## src/rtl/md_unit_seq_if.sv

```systemverilog
// Request/result bundle between the E stage and the iterative multiply/divide unit.
// The E stage drives the request side; the unit returns HI/LO and its status.
interface md_unit_seq_if #(
    parameter int WIDTH = 32
);
    logic             Start;
    logic [3:0]       MDSel;
    logic [WIDTH-1:0] OprandA;
    logic [WIDTH-1:0] OprandB;
    logic             Flush;
    logic [WIDTH-1:0] HI;
    logic [WIDTH-1:0] LO;
    logic             Busy;
    logic             Done;

    modport master (
        output Start, MDSel, OprandA, OprandB, Flush,
        input  HI, LO, Busy, Done
    );

    modport slave (
        input  Start, MDSel, OprandA, OprandB, Flush,
        output HI, LO, Busy, Done
    );
endinterface

```

## src/rtl/md_unit_seq.sv

```systemverilog
// Iterative multiply/divide unit: shift-add multiplier and restoring divider, one bit per
// cycle, with HI/LO written only when an operation completes.
//
//   state | meaning
//   IDLE  | waiting for Start; mthi/mtlo are handled here in a single cycle
//   CALC  | one multiply or divide step per cycle, counter runs WIDTH..1
//   FIX   | apply result signs / accumulate, write HI/LO on the exit edge
module md_unit_seq #(
    parameter int WIDTH = 32,
    parameter int CNT_W = 6
) (
    input  logic          CLK,
    input  logic          Reset,
    md_unit_seq_if.slave  md
);

    typedef enum logic [1:0] {IDLE = 2'd0, CALC = 2'd1, FIX = 2'd2} state_t;

    localparam logic [3:0] SEL_MULT  = 4'd1;
    localparam logic [3:0] SEL_MULTU = 4'd2;
    localparam logic [3:0] SEL_DIV   = 4'd3;
    localparam logic [3:0] SEL_DIVU  = 4'd4;
    localparam logic [3:0] SEL_MTHI  = 4'd5;
    localparam logic [3:0] SEL_MTLO  = 4'd6;
    localparam logic [3:0] SEL_MADD  = 4'd7;
    localparam logic [3:0] SEL_MADDU = 4'd8;

    state_t               state_q, state_d;
    logic [CNT_W-1:0]     cnt_q;
    logic [2*WIDTH-1:0]   prod_q;
    logic [WIDTH-1:0]     mcand_q;
    logic                 div_q, acc_q, neg_q, rneg_q, div0_q;
    logic [WIDTH-1:0]     hi_q, lo_q;
    logic                 done_q;

    logic                 busy, wr_hilo;
    logic                 is_mul, is_div, is_sgn, is_acc, launch, idle_req;
    logic                 a_neg, b_neg;
    logic [WIDTH-1:0]     a_mag, b_mag;

    always_comb begin
        is_mul = (md.MDSel == SEL_MULT) || (md.MDSel == SEL_MULTU) ||
                 (md.MDSel == SEL_MADD) || (md.MDSel == SEL_MADDU);
        is_div = (md.MDSel == SEL_DIV)  || (md.MDSel == SEL_DIVU);
        is_sgn = (md.MDSel == SEL_MULT) || (md.MDSel == SEL_DIV) || (md.MDSel == SEL_MADD);
        is_acc = (md.MDSel == SEL_MADD) || (md.MDSel == SEL_MADDU);
        idle_req = (state_q == IDLE) && md.Start && !md.Flush;
        launch   = idle_req && (is_mul || is_div);
        a_neg = is_sgn && md.OprandA[WIDTH-1];
        b_neg = is_sgn && md.OprandB[WIDTH-1];
        a_mag = a_neg ? (~md.OprandA + 1'b1) : md.OprandA;
        b_mag = b_neg ? (~md.OprandB + 1'b1) : md.OprandB;
    end

    // State register
    always_ff @(posedge CLK or negedge Reset) begin
        if (!Reset) state_q <= IDLE;
        else        state_q <= state_d;
    end

    // Next-state logic
    always_comb begin
        state_d = state_q;
        case (state_q)
            IDLE: if (launch) state_d = CALC;
            CALC: begin
                if (md.Flush)                        state_d = IDLE;
                else if (cnt_q == CNT_W'(1))         state_d = FIX;
            end
            FIX:     state_d = IDLE;
            default: state_d = IDLE;
        endcase
    end

    // Output logic
    always_comb begin
        busy    = (state_q != IDLE);
        wr_hilo = (state_q == FIX) && !md.Flush;
    end

    // Datapath: prod_q holds {partial product, multiplier} or {remainder, dividend/quotient}
    logic [WIDTH:0]       mul_sum, div_sh, div_trial;
    logic [2*WIDTH-1:0]   mul_next, div_next;

    always_comb begin
        mul_sum   = {1'b0, prod_q[2*WIDTH-1:WIDTH]} + (prod_q[0] ? {1'b0, mcand_q} : '0);
        mul_next  = {mul_sum, prod_q[WIDTH-1:1]};
        div_sh    = prod_q[2*WIDTH-1:WIDTH-1];
        div_trial = div_sh - {1'b0, mcand_q};
        div_next  = div_trial[WIDTH] ? {div_sh[WIDTH-1:0],    prod_q[WIDTH-2:0], 1'b0}
                                     : {div_trial[WIDTH-1:0], prod_q[WIDTH-2:0], 1'b1};
    end

    logic [2*WIDTH-1:0]   prod_s, mul_res;
    logic [WIDTH-1:0]     quo_s, rem_s, res_hi, res_lo;

    always_comb begin
        prod_s  = neg_q ? (~prod_q + 1'b1) : prod_q;
        mul_res = acc_q ? ({hi_q, lo_q} + prod_s) : prod_s;
        quo_s   = neg_q  ? (~prod_q[WIDTH-1:0] + 1'b1) : prod_q[WIDTH-1:0];
        rem_s   = rneg_q ? (~prod_q[2*WIDTH-1:WIDTH] + 1'b1) : prod_q[2*WIDTH-1:WIDTH];
        if (div_q) begin
            // With a zero divisor the remainder is |A| restored to A's sign, i.e. A itself
            res_hi = rem_s;
            res_lo = div0_q ? '1 : quo_s;
        end else begin
            res_hi = mul_res[2*WIDTH-1:WIDTH];
            res_lo = mul_res[WIDTH-1:0];
        end
    end

    always_ff @(posedge CLK or negedge Reset) begin
        if (!Reset) begin
            cnt_q   <= '0;
            prod_q  <= '0;
            mcand_q <= '0;
            div_q   <= 1'b0;
            acc_q   <= 1'b0;
            neg_q   <= 1'b0;
            rneg_q  <= 1'b0;
            div0_q  <= 1'b0;
        end else if (launch) begin
            cnt_q   <= CNT_W'(WIDTH);
            prod_q  <= {{WIDTH{1'b0}}, a_mag};
            mcand_q <= b_mag;
            div_q   <= is_div;
            acc_q   <= is_acc;
            neg_q   <= a_neg ^ b_neg;
            rneg_q  <= a_neg;
            div0_q  <= (md.OprandB == '0);
        end else if (state_q == CALC && !md.Flush) begin
            cnt_q  <= cnt_q - 1'b1;
            prod_q <= div_q ? div_next : mul_next;
        end
    end

    always_ff @(posedge CLK or negedge Reset) begin
        if (!Reset) begin
            hi_q   <= '0;
            lo_q   <= '0;
            done_q <= 1'b0;
        end else begin
            done_q <= wr_hilo;
            if (wr_hilo) begin
                hi_q <= res_hi;
                lo_q <= res_lo;
            end else if (idle_req && md.MDSel == SEL_MTHI) begin
                hi_q <= md.OprandA;
            end else if (idle_req && md.MDSel == SEL_MTLO) begin
                lo_q <= md.OprandA;
            end
        end
    end

    assign md.HI   = hi_q;
    assign md.LO   = lo_q;
    assign md.Busy = busy;
    assign md.Done = done_q;

endmodule

```

## src/flat_wrapper.sv

```systemverilog
// flat-port wrapper written by rule: the top's interface ports become plain ports
module md_unit_seq_flat 
#(
    parameter int WIDTH = 32,
    parameter int CNT_W = 6
)
  (CLK, Reset, md_Start, md_MDSel, md_OprandA, md_OprandB, md_Flush, md_HI, md_LO, md_Busy, md_Done);
  md_unit_seq_if #(.WIDTH(WIDTH)) md_i ();
  input  logic CLK;
  input  logic Reset;
  input wire logic [$bits(md_i.Start)-1:0] md_Start;
  input wire logic [$bits(md_i.MDSel)-1:0] md_MDSel;
  input wire logic [$bits(md_i.OprandA)-1:0] md_OprandA;
  input wire logic [$bits(md_i.OprandB)-1:0] md_OprandB;
  input wire logic [$bits(md_i.Flush)-1:0] md_Flush;
  output wire logic [$bits(md_i.HI)-1:0] md_HI;
  output wire logic [$bits(md_i.LO)-1:0] md_LO;
  output wire logic [$bits(md_i.Busy)-1:0] md_Busy;
  output wire logic [$bits(md_i.Done)-1:0] md_Done;
  assign md_i.Start = md_Start;
  assign md_i.MDSel = md_MDSel;
  assign md_i.OprandA = md_OprandA;
  assign md_i.OprandB = md_OprandB;
  assign md_i.Flush = md_Flush;
  assign md_HI = md_i.HI;
  assign md_LO = md_i.LO;
  assign md_Busy = md_i.Busy;
  assign md_Done = md_i.Done;
  md_unit_seq #(.WIDTH(WIDTH), .CNT_W(CNT_W)) u_core (.CLK(CLK), .Reset(Reset), .md(md_i));
endmodule
```

## config.mk

```make
export PLATFORM = sky130hd
export DESIGN_NAME = md_unit_seq_flat
export DESIGN_NICKNAME = d
export VERILOG_FILES = /design/src/rtl/md_unit_seq_if.sv /design/src/rtl/md_unit_seq.sv /design/src/flat_wrapper.sv
export SDC_FILE = /design/constraint.sdc
export NUM_CORES = 1
export LEC_CHECK = 0
export BUFFER_PORTS_ARGS = -buffer_cell sky130_fd_sc_hd__buf_2
export CORE_ASPECT_RATIO = 1.75
export CORE_UTILIZATION = 44
export CTS_BUF_LIST = sky130_fd_sc_hd__clkbuf_8 sky130_fd_sc_hd__clkbuf_16
export DETAILED_ROUTE_END_ITERATION = 10
export SLEW_MARGIN = 20
export SYNTH_ARGS = -nofsm -noshare
export SYNTH_HDL_FRONTEND = slang
export SYNTH_SLANG_ARGS = --single-unit
```

## constraint.sdc

```tcl
create_clock -name CLK -period 5.04 [get_ports CLK]
set_input_delay 0.504 -clock CLK [delete_from_list [all_inputs] [get_ports CLK]]
set_output_delay 0.504 -clock CLK [all_outputs]
set_load 0.03 [all_outputs]
```

==> summary.txt, run 1 <==
Status
  – Status: finished clean

Yosys
  – Synth Warn #: 0
  – Synthesized area per cell: between 7 and 8 µm²
  – Cells after Synth: 2534
  – Post-synth top area cell: dfrtp_1
  – Syn Nets: roughly 2800
  – Number of synthesized register bits: 174
  – Asr flop ratio synth: 100%
  – Yosys top cell area share: 22.2%
  – Top cells by area, synth: dfrtp_1 (22%), ha_1 (9.4%), xnor2_1 (7.1%)
  – Synth top cells by count: nand2_1 (273), nor2_1 (208), a21oi_1 (197)
  – Count leader, synth: nand2_1
  – Post-synth top flop: dfrtp_1
  – Post-synth EDFFs: 0
  – Seq/Total Area, Yosys: 22.2%
  – Post-Synthesis Cell Area: 19600 µm²
  – Post-synthesis cell type count: 87

Clocking
  – CTS Hold Bufs: 0
  – CTS clk-pin slew, worst paths: 90 ps
  – Clock Tree Root: clkbuf_16
  – Sink Count: 174
  – Htree depth: 4
  – CTS Buf Count: 17
  – Clk Latency, worst-skew pair: 480 ps
  – Clock buffer depth: 2
  – CTS tree: done

Hold path
  – Hold Crit Class: in -> async

GRT
  – First-pass GRT wire length: about 130 mm
  – Initial antenna violation count: 3
  – Vias in the first global route: approximately 21000
  – GRT Util Overall: 39.0%
  – Grt total ovfl: 0
  – Largest net degree at the start of global routing: 91

Cells and area
  – Area growth syn-to-layout: 17.4%
  – Ratio of cells with drive above 1 in the final layout: 18.2%
  – Nets@finish: 2978
  – Final Non-Filler Cells: 3341
  – Final Instance Area: about 23000 µm²

STA
  – Crit share post-route: a little under 100%
  – Worst Max-Slew Pin Slew: 1050 ps
  – Worst clock skew: 17.8 ps
  – Max Freq: 199 MHz
  – Worst hold slack: 107 ps
  – Worst Slack Setup Final: roughly 26 ps
  – Final Hold Fails: 0
  – Min Tclk post-route: 5010 ps
  – Rel. slew slack: 29.5%
  – Final setup fails: 0
  – Max-slew violations: 0
  – RSZ-0062 raised after global routing: true

Pwr
  – Net Sw Frac: 53.5%
  – VDD IR max: 0.307 mV
  – Sw Pwr: 8.50 mW
  – Clock share of power: 8.5%
  – Comb pwr share: 75.3%
  – PwrDens: 690 nW/µm²
  – Leakage: about 11 nW
  – Total Power: 15.9 mW
  – Sequential share of power: 16.2%
  – Int Power: between 7 and 8 mW

Floorplanning
  – Die ar.: between 40000 and 50000 µm²
  – Die span in y: around 280 µm
  – Core Rows: just over 100
  – Starting Density: 44.4%
  – Core ar.: about 44000 µm²
  – Io pins: 138
  – Die X: 162 µm

Placed design
  – Post-DP HPWL: a little under 70 mm
  – Post-DP Area: 22100 µm²
  – Dpl cells: 3307
  – Dpl ws: -253 ps
  – Port-buffer cells: 137
  – Final GP Congestion: ~1.0

Drt
  – Final wirelength: 88.4 mm
  – DR pass1 iterations: 5
  – DRT iter0 DRCs: roughly 1600
  – Via/cell ratio: 6.30
  – Post-route ant nets: 0
  – Via count: 21064
  – # DRC: 0
  – Routed WL per cell: 26.5 µm

Critical path
  – CP startpoint kind: flop
  – Crit. Startpoint: u_core.prod_q[4]$_DFFE_PN0P_
  – Worst path arrival time: 5350 ps
  – Crit path capture type: flop
  – Crit-path max FO: 4
  – Reg2reg start: u_core.prod_q[4]$_DFFE_PN0P_
  – WS Path Type: reg -> reg
  – Required @ worst endpoint: 5380 ps

Job
  – Max cap viols: 0
-- placed cells by master, fill, tap and decap left out, drive strengths merged, types with 18 or more instances in the layout --
| cell | instances |
|---|---|
| buf | 364 |
| nand2 | 273 |
| nor2 | 208 |
| o21ai | 204 |
| a21oi | 197 |
| dfrtp | 174 |
| xnor2 | 160 |
| ha | 147 |
| xor2 | 99 |
| mux2i | 95 |
| inv | 91 |
| a21o | 84 |
| o221ai | 43 |
| nand3 | 41 |
| or3 | 38 |
| a211oi | 38 |
| o31ai | 36 |
| nor3 | 35 |
| a31oi | 33 |
| nand4 | 30 |
| a221oi | 23 |
| o22ai | 22 |
| o21bai | 21 |
| o21a | 19 |
| nand2b | 18 |
| clkbuf | 18 |
| nor4 | 18 |
| o41ai | 18 |
-- kinds of logic (layout without fill, tap and decap cells) --
family,count (synthesis),in the layout,share of synthesized area [%]
AO/OA/AOI/OAI,844,844,28.2
buffers and inverters,248,482,4.92
flip-flops,174,174,22.2
XOR/XNOR,259,259,11.6
other,0,1,0
AND/OR/NAND/NOR,755,755,18.0
adder cells (fa/ha/maj),150,150,9.69
multiplexers,104,104,5.37
-- layout make-up --
| cell class | instances | area [µm²] |
|---|---|---|
| antenna | 1 | 2.50 |
| clock buffer | 17 | 425 |
| clock inverter | 14 | 130 |
| fill | 4417 | 21100 |
| inverter | 86 | 323 |
| multi-input combinational | 2112 | 14600 |
| sequential | 174 | 4360 |
| tap | 572 | 716 |
| timing repair buffer | 365 | 2430 |
-- metrics by stage --
stage	TNS, ps	util (%)
after floorplan	0	-
after global placement	-5100	50.1
after detailed placement	-1800	50.1
after CTS	0	51.5
after global routing	-290	52.2
final	0	52.2
-- state kept, by name, indices dropped and copies added, names as in the netlist --
name	cells
u_core.prod_q	64
u_core.mcand_q	32
u_core.md.HI	32
u_core.md.LO	32
u_core.cnt_q	6
u_core.state_q	2
u_core.acc_q	1
u_core.div0_q	1
u_core.div_q	1
u_core.md.Done	1
u_core.neg_q	1
u_core.rneg_q	1
-- power groups by stage --
stage | clock network, mW | logic [mW] | registers (mW)
2_1_floorplan | 0 | 7.07 | 2.65
3_3_place_gp | 0 | 11.4 | 2.53
3_5_place_dp | 0 | 11.5 | 2.55
4_1_cts | 1.37 | 11.6 | 2.52
5_1_grt | 1.41 | 12.9 | 2.61
6_report | 1.35 | 12.0 | 2.57
-- worst max-delay path, stage by stage (launching register included) --
cell and delay (ps):
dfrtp_1 390, or3_1 440, nor4_1 320, buf_4 230, nand2_1 110, o31ai_2 210
xnor2_1 150, buf_4 160, ha_1 340, nand4_1 180, nor2_1 140, buf_4 150
nand3_2 140, nand4_1 300, buf_4 190, o21ai_4 80, o31ai_1 260, buf_4 190
a211oi_2 70, buf_4 170, xnor2_1 250, a211o_1 300, o21ai_1 90
-- metal layers --
| layer | global-route usage [%] | routed length, µm | vias to the layer above |
|---|---|---|---|
| met5 | 0 | 27 | - |
| met1 | 35.9 | 28500 | 10028 |
| met3 | 7.47 | 5580 | 406 |
| li1 | - | - | 9711 |
| met2 | 70.2 | 44300 | 915 |
| met4 | 39.1 | 10000 | 4 |
-- what timing repair did --
action / in CTS / in global routing
pin swaps: 2 / 9
buffers inserted: 0 / 2
resized for setup: 10 / 55
gates cloned: 0 / 0
setup endpoints to repair: 16 / 25
endpoints found under the hold margin: 0 / 0
-- path summary, 6_finish.rpt --
| kind | endpoint | slack (ps) | depth (start not counted) |
|---|---|---|---|
| max | u_core.md.HI[13]$_DFFE_PN0P_ | 30 | 22 |
| min | u_core.md.LO[10]$_DFFE_PN0P_ | 110 | 1 |
| max reg2reg | u_core.md.HI[13]$_DFFE_PN0P_ | 30 | 22 |
| min reg2reg | u_core.mcand_q[12]$_DFFE_PN0P_ | 480 | 2 |
| max in group asynchronous | u_core.prod_q[56]$_DFFE_PN0P_ | 3630 | 2 |
| min in group CLK | u_core.mcand_q[17]$_DFFE_PN0P_ | 330 | 3 |
Power figures use the tool's default switching activity.
==> run 2: changes to the inputs <==
--- a/config.mk
+++ b/config.mk
@@ -10,6 +10,7 @@
 export CORE_UTILIZATION = 44
 export CTS_BUF_LIST = sky130_fd_sc_hd__clkbuf_8 sky130_fd_sc_hd__clkbuf_16
 export DETAILED_ROUTE_END_ITERATION = 10
+export REMOVE_ABC_BUFFERS = 1
 export SLEW_MARGIN = 20
 export SYNTH_ARGS = -nofsm -noshare
 export SYNTH_HDL_FRONTEND = slang
==> summary.txt, run 2 (synthesis results as in run 1) <==
Status
  – Status: finished clean (unchanged)

STA
  – Min Tclk post-route: 4910 ps (was 5010 ps)
  – Max-slew violations: 0 (unchanged)
  – Final Hold Fails: 0 (unchanged)
  – Setup TNS Final: 0 ps (unchanged)
  – Final setup fails: 0 (unchanged)
  – Max Freq: 204 MHz (was 199 MHz)
  – Crit share post-route: 97.4% (was 99.5%)
  – Worst Max-Slew Pin Slew: 1050 ps (about the same)
  – Rel. slew slack: 29.7% (was 29.5%)
  – Worst clock skew: 14.1 ps (was 17.8 ps)
  – RSZ-0062 raised after global routing: true (unchanged)

GRT
  – First-pass GRT wire length: 120 mm (was 130 mm)
  – Grt total ovfl: 0 (unchanged)
  – M1 GR Usage: 33.3% (was 35.9%)
  – Initial antenna violation count: 1 (was 3)
  – Gr busiest metal: met2 (unchanged)
  – GRT Util Overall: 34.9% (was 39.0%)
  – Vias in the first global route: 21571 (was 21243)
  – Largest net degree at the start of global routing: 85 (was 91)
  – Met3 Track Usage GR: 3.57% (was 7.47%)
  – Met2 capacity usage during global routing: 67.3% (was 70.2%)

Placed design
  – Dpl cells: 3388 (was 3307)
  – Post-DP HPWL: 63.1 mm (was 69.3 mm)
  – Port-buffer cells: 137 (unchanged)
  – Final GP Congestion: 1.00 (was 1.03)

Clocking
  – CTS Buf Count: 17 (unchanged)
  – Clk Latency, worst-skew pair: 470 ps (was 480 ps)
  – Htree depth: 4 (unchanged)
  – Clock Tree Root: clkbuf_16 (unchanged)
  – Clock buffer depth: 2 (unchanged)
  – CTS clk-pin slew, worst paths: 80 ps (was 90 ps)
  – Sink Count: 174 (unchanged)
  – CTS Hold Bufs: 0 (unchanged)
  – CTS tree: done (unchanged)

Pwr
  – Leakage: 10.9 nW (was 10.5 nW)
  – PwrDens: 674 nW/µm² (was 690 nW/µm²)
  – VDD IR max: 0.397 mV (was 0.307 mV)

Cells and area
  – Top reg by flops: u_core.prod_q (unchanged)
  – Largest register FFs: 64 (unchanged)
  – Final Non-Filler Cells: 3424 (was 3341)
  – Nets@finish: 3061 (was 2978)
  – Commonest non-fill, non-tap cell in the layout: buf_4 (was nand2_1)
  – Ratio of cells with drive above 1 in the final layout: 20.5% (was 18.2%)
  – Most frequent cells in the layout: buf_4 (309), nand2_1 (271), nor2_1 (206) (was nand2_1 (271), buf_4 (226), nor2_1 (206))
  – Fill count: 4388 (was 4417)
  – N_diodes: 0 (was 1)
  – Area growth syn-to-layout: 21.0% (was 17.4%)

Drt
  – Routed WL per cell: 23.0 µm (was 26.5 µm)
  – Post-route ant nets: 0 (unchanged)
  – DR pass1 iterations: 5 (unchanged)
  – Via count: 20727 (was 21064)
  – Via/cell ratio: 6.05 (was 6.30)
  – # DRC: 0 (unchanged)
  – DRT iter0 DRCs: 1181 (was 1592)
  – Final wirelength: 78.7 mm (was 88.4 mm)

Critical path
  – WS Path Type: reg -> reg (unchanged)
  – CP startpoint kind: flop (unchanged)
  – Crit path capture type: flop (unchanged)
  – Crit-path max FO: 4 (unchanged)
  – Required @ worst endpoint: 5380 ps (about the same)
  – Worst path arrival time: 5250 ps (was 5350 ps)

Floorplanning
  – Starting Density: 44.4% (unchanged)
  – Core ar.: 44200 µm² (unchanged)
  – Die ar.: 45400 µm² (unchanged)
  – Die span in y: 281 µm (unchanged)
  – Io pins: 138 (unchanged)
  – Die X: 162 µm (unchanged)
  – Core Rows: 102 (unchanged)

Hold path
  – Hold Crit Class: in -> async (unchanged)

Job
  – Max cap viols: 0 (unchanged)
==> run 2: changes by cell type in the layout (fill, tap and decap cells not counted), moves of 4 or more <==
cell,delta
buf_4,+83
xnor2_1,+6
o21ai_0,-4
o21ai_1,+4
inv_6,+4
nor3_1,-4
a21oi_2,-4
xnor2_2,-6
==> run 2: report_power, final <==
part	switching [mW]	total [mW]	internal (mW)
registers	0.579	2.46	1.88
logic	6.88	12.1	5.22
clock network	0.708	1.42	0.710
total	8.17	16.0	7.81
==> run 2: routing by layer <==
layer  share of wire (%)  vias up  routed length (µm)
met5               0.017        -                  13
met4                 8.3        2                6540
met3                 3.6      277                2810
met2                  54      671               42200
met1                  34     9883               27100
li1                    -     9894                   -
==> run 2: timing repair <==
item                       CTS  global route
gates resized for setup     10            65
buffers inserted             0             4
gates cloned                 0             0
pin swaps                    0            15
setup endpoints to repair   20            30
==> run 2: metrics by stage <==
stage	cell area, µm²	hold WS [ps]	util (%)	worst slack, ps	power, mW
after detailed placement	22800	470	51.5	-319	14.1
after floorplan	19000	208	-	-115	9.63
after global placement	22800	462	51.5	-241	14.0
final	23700	84.8	53.7	131	16.0
after CTS	23400	94.8	53.0	1.04	15.6
after global routing	23700	141	53.7	-48.1	17.1
==> run 2: final timing paths <==
path | start | endpoint | slack (ps) | depth (start not counted)
worst max register to register | u_core.prod_q[26]$_DFFE_PN0P_ | u_core.md.HI[28]$_DFFE_PN0P_ | 130 | 20
worst min-delay path | Reset | u_core.cnt_q[4]$_DFFE_PN0P_ | 80 | 1
worst max-delay path | u_core.prod_q[26]$_DFFE_PN0P_ | u_core.md.HI[28]$_DFFE_PN0P_ | 130 | 20
min in group CLK | md_OprandB[1] | u_core.mcand_q[1]$_DFFE_PN0P_ | 320 | 3
max in group asynchronous | Reset | u_core.prod_q[23]$_DFFE_PN0P_ | 3680 | 2
worst min register to register | u_core.mcand_q[8]$_DFFE_PN0P_ | u_core.mcand_q[8]$_DFFE_PN0P_ | 480 | 2
==> run 2: layout make-up <==
| cell class | count | area, µm² | area share (%) |
|---|---|---|---|
| Multi-Input combinational cell | 2112 | 14700 | 61.9 |
| Sequential cell | 174 | 4360 | 18.4 |
| Timing Repair Buffer | 448 | 3050 | 12.9 |
| Tap cell | 572 | 716 | 3.02 |
| Clock buffer | 17 | 425 | 1.79 |
| Inverter | 86 | 323 | 1.36 |
| Clock inverter | 15 | 171 | 0.722 |
==> run 2: worst max-delay path, cell delays in order, from the launching register on <==
cell      delay (ps)
dfrtp_1          400
or4_4            560
nor4_4           320
nand2_2          130
nand4b_4         290
buf_4            220
o31ai_2          250
xnor2_2          180
ha_4             220
a21oi_1          200
o21bai_1          80
a21o_1           200
a221oi_1         290
buf_4            170
o21ai_0          110
a221oi_1         280
o21ai_0          150
buf_4            180
a221oi_2         260
xor2_1           180
a21oi_1           90
==> run 3: changes to the inputs <==
--- a/config.mk
+++ b/config.mk
@@ -5,8 +5,8 @@
 export SDC_FILE = /design/constraint.sdc
 export NUM_CORES = 1
 export LEC_CHECK = 0
+export ABC_CLOCK_PERIOD_IN_PS = 5040
 export BUFFER_PORTS_ARGS = -buffer_cell sky130_fd_sc_hd__buf_2
-export CORE_ASPECT_RATIO = 1.75
 export CORE_UTILIZATION = 44
 export CTS_BUF_LIST = sky130_fd_sc_hd__clkbuf_8 sky130_fd_sc_hd__clkbuf_16
 export DETAILED_ROUTE_END_ITERATION = 10
==> summary.txt, run 3 (synthesis results as in run 1) <==
Clocking
  – CTS tree: done (unchanged)
  – Clock buffer depth: 2 (unchanged)
  – Htree depth: 4 (unchanged)
  – Clk Latency, worst-skew pair: 500 ps (was 470 ps)
  – CTS Buf Count: 17 (unchanged)
  – Clock Tree Root: clkbuf_16 (unchanged)
  – Sink Count: 174 (unchanged)
  – CTS clk-pin slew, worst paths: 70 ps (was 80 ps)
  – CTS Hold Bufs: 0 (unchanged)

GRT
  – Vias in the first global route: 20140 (was 21571)
  – Largest net degree at the start of global routing: 90 (was 85)
  – First-pass GRT wire length: 113 mm (was 120 mm)
  – Grt total ovfl: 0 (unchanged)
  – Initial antenna violation count: 1 (unchanged)
  – GRT Util Overall: 33.0% (was 34.9%)

Cells and area
  – Ratio of cells with drive above 1 in the final layout: 19.6% (was 20.5%)
  – Fill count: 4348 (was 4388)
  – Largest register FFs: 64 (unchanged)
  – Multi-input logic area: 14600 µm² (was 14700 µm²)
  – Area growth syn-to-layout: 19.7% (was 21.0%)
  – Most frequent cells in the layout: buf_4 (281), nand2_1 (271), nor2_1 (205) (was buf_4 (309), nand2_1 (271), nor2_1 (206))
  – Top reg by flops: u_core.prod_q (unchanged)
  – N_diodes: 0 (unchanged)
  – Nets@finish: 3034 (was 3061)
  – Register area: 4360 µm² (about the same)
  – Commonest non-fill, non-tap cell in the layout: buf_4 (unchanged)

Placed design
  – Dpl ws: -370 ps (was -319 ps)
  – Final GP Congestion: 0.962 (was 1.00)
  – Post-DP HPWL: 58.4 mm (was 63.1 mm)
  – Port-buffer cells: 137 (unchanged)

Drt
  – Routed WL per cell: 21.8 µm (was 23.0 µm)
  – WL met2: 36.9 mm (was 42.2 mm)
  – Top layer reached by signal wires: met4 (was met5)
  – DR pass1 iterations: 6 (was 5)
  – Via/cell ratio: 6.01 (was 6.05)
  – # DRC: 0 (unchanged)
  – M1 WL: 30.5 mm (was 27.1 mm)
  – Post-route ant nets: 0 (unchanged)
  – Via count: 20487 (was 20727)
  – DRT iter0 DRCs: 1592 (was 1181)
  – Final wirelength: 74.2 mm (was 78.7 mm)
  – Met3 WL: 3.33 mm (was 2.81 mm)

Critical path
  – Required @ worst endpoint: 5430 ps (was 5380 ps)
  – Worst path arrival time: 5230 ps (was 5250 ps)
  – Critical path capture point: u_core.md.HI[28]$_DFFE_PN0P_ (unchanged)
  – Reg2reg start: u_core.prod_q[20]$_DFFE_PN0P_ (was u_core.prod_q[26]$_DFFE_PN0P_)
  – R2R cell count: 20 (unchanged)
  – WS Path Type: reg -> reg (unchanged)
  – Crit. Startpoint: u_core.prod_q[20]$_DFFE_PN0P_ (was u_core.prod_q[26]$_DFFE_PN0P_)
  – Flop-to-flop setup slack: 200 ps (was 130 ps)
  – Crit Reg-Reg Endpoint: u_core.md.HI[28]$_DFFE_PN0P_ (unchanged)
  – CP startpoint kind: flop (unchanged)
  – Crit path capture type: flop (unchanged)
  – Crit-path max FO: 6 (was 4)

STA
  – Worst Max-Slew Pin Slew: 996 ps (was 1050 ps)
  – Final Hold Fails: 0 (unchanged)
  – Max-slew violations: 0 (unchanged)
  – Max Freq: 206 MHz (was 204 MHz)
  – Final setup fails: 0 (unchanged)
  – Min Tclk post-route: 4840 ps (was 4910 ps)
  – Setup TNS Final: 0 ps (unchanged)
  – Worst clock skew: 10.1 ps (was 14.1 ps)
  – Crit share post-route: 96.1% (was 97.4%)
  – Rel. slew slack: 33.6% (was 29.7%)
  – Worst Slack Setup Final: 197 ps (was 131 ps)
  – Worst hold slack: 25.3 ps (was 84.8 ps)
  – RSZ-0062 raised after global routing: false (was true)

Hold path
  – Hold Crit Class: in -> async (unchanged)

Floorplanning
  – Starting Density: 45.0% (was 44.4%)
  – Die X: 213 µm (was 162 µm)
  – Die span in y: 213 µm (was 281 µm)
  – Core ar.: 43600 µm² (was 44200 µm²)
  – Io pins: 138 (unchanged)
  – Core Rows: 76 (was 102)
  – Die ar.: 45400 µm² (about the same)

Pwr
  – VDD IR max: 0.299 mV (was 0.397 mV)
  – PwrDens: 662 nW/µm² (was 674 nW/µm²)
  – Leakage: 10.8 nW (was 10.9 nW)

Job
  – Max cap viols: 0 (unchanged)

Status
  – Status: finished clean (unchanged)
run 3: timing repair:
| action | CTS | global route |
|---|---|---|
| pin swaps | 1 | 10 |
| resized for setup | 12 | 53 |
| endpoints found under the setup margin | 14 | 24 |
| setup buffers | 1 | 4 |
run 3: through the flow:
stage	cell area (µm²)	total power [mW]	utilization, %	std cells
floorplan	19000	9.63	-	2372
global placement	22600	13.6	51.8	3373
detailed placement	22600	13.7	51.8	3373
CTS	23200	15.3	53.3	3405
global route	23500	16.7	53.9	3409
finish	23500	15.5	53.9	3409
run 3: critical path, cell delays in order, from the launching register on:
cell	delay (ps)
dfrtp_1	370
or4_1	630
nor3_2	150
buf_4	150
buf_4	120
nand3_1	100
or2_4	320
buf_4	180
o21ai_0	210
xnor2_1	200
ha_1	310
a21oi_2	150
o21bai_1	80
a21o_1	210
a221oi_2	300
o21ai_1	140
a221oi_1	280
o21ai_1	180
a221oi_1	350
xor2_1	200
a21oi_1	80
run 3: worst min path at each step:
stage	start	to	depth (start not counted)
after global placement	u_core.mcand_q[8]$_DFFE_PN0P_	u_core.mcand_q[8]$_DFFE_PN0P_	2
after CTS	Reset	u_core.md.LO[4]$_DFFE_PN0P_	1
final	Reset	u_core.md.LO[4]$_DFFE_PN0P_	1
after floorplan	Reset	u_core.acc_q$_DFFE_PN0P_	0
after global routing	Reset	u_core.md.LO[3]$_DFFE_PN0P_	1
after detailed placement	u_core.mcand_q[14]$_DFFE_PN0P_	u_core.mcand_q[14]$_DFFE_PN0P_	2
run 3: layer usage:
| metal | up-vias | global-route usage (%) |
|---|---|---|
| met1 | 9884 | 39.0 |
| met2 | 612 | 58.6 |
| met5 | - | 0 |
| met3 | 138 | 4.38 |
| met4 | 0 | 16.1 |
| li1 | 9853 | - |
run 3: area by class of cell:
class / count / share of cell area (%)
Tap cell: 585 / 3.12
Clock buffer: 17 / 1.81
Inverter: 86 / 1.38
Sequential cell: 174 / 18.6
Multi-Input combinational cell: 2112 / 62.2
Timing Repair Buffer: 421 / 12.2
Clock inverter: 14 / 0.709
run 3: power by group:
group          switching (mW)  total [mW]  internal [mW]
clock                   0.658        1.43          0.776
sequential              0.605        2.48           1.88
combinational            6.56        11.6           5.05
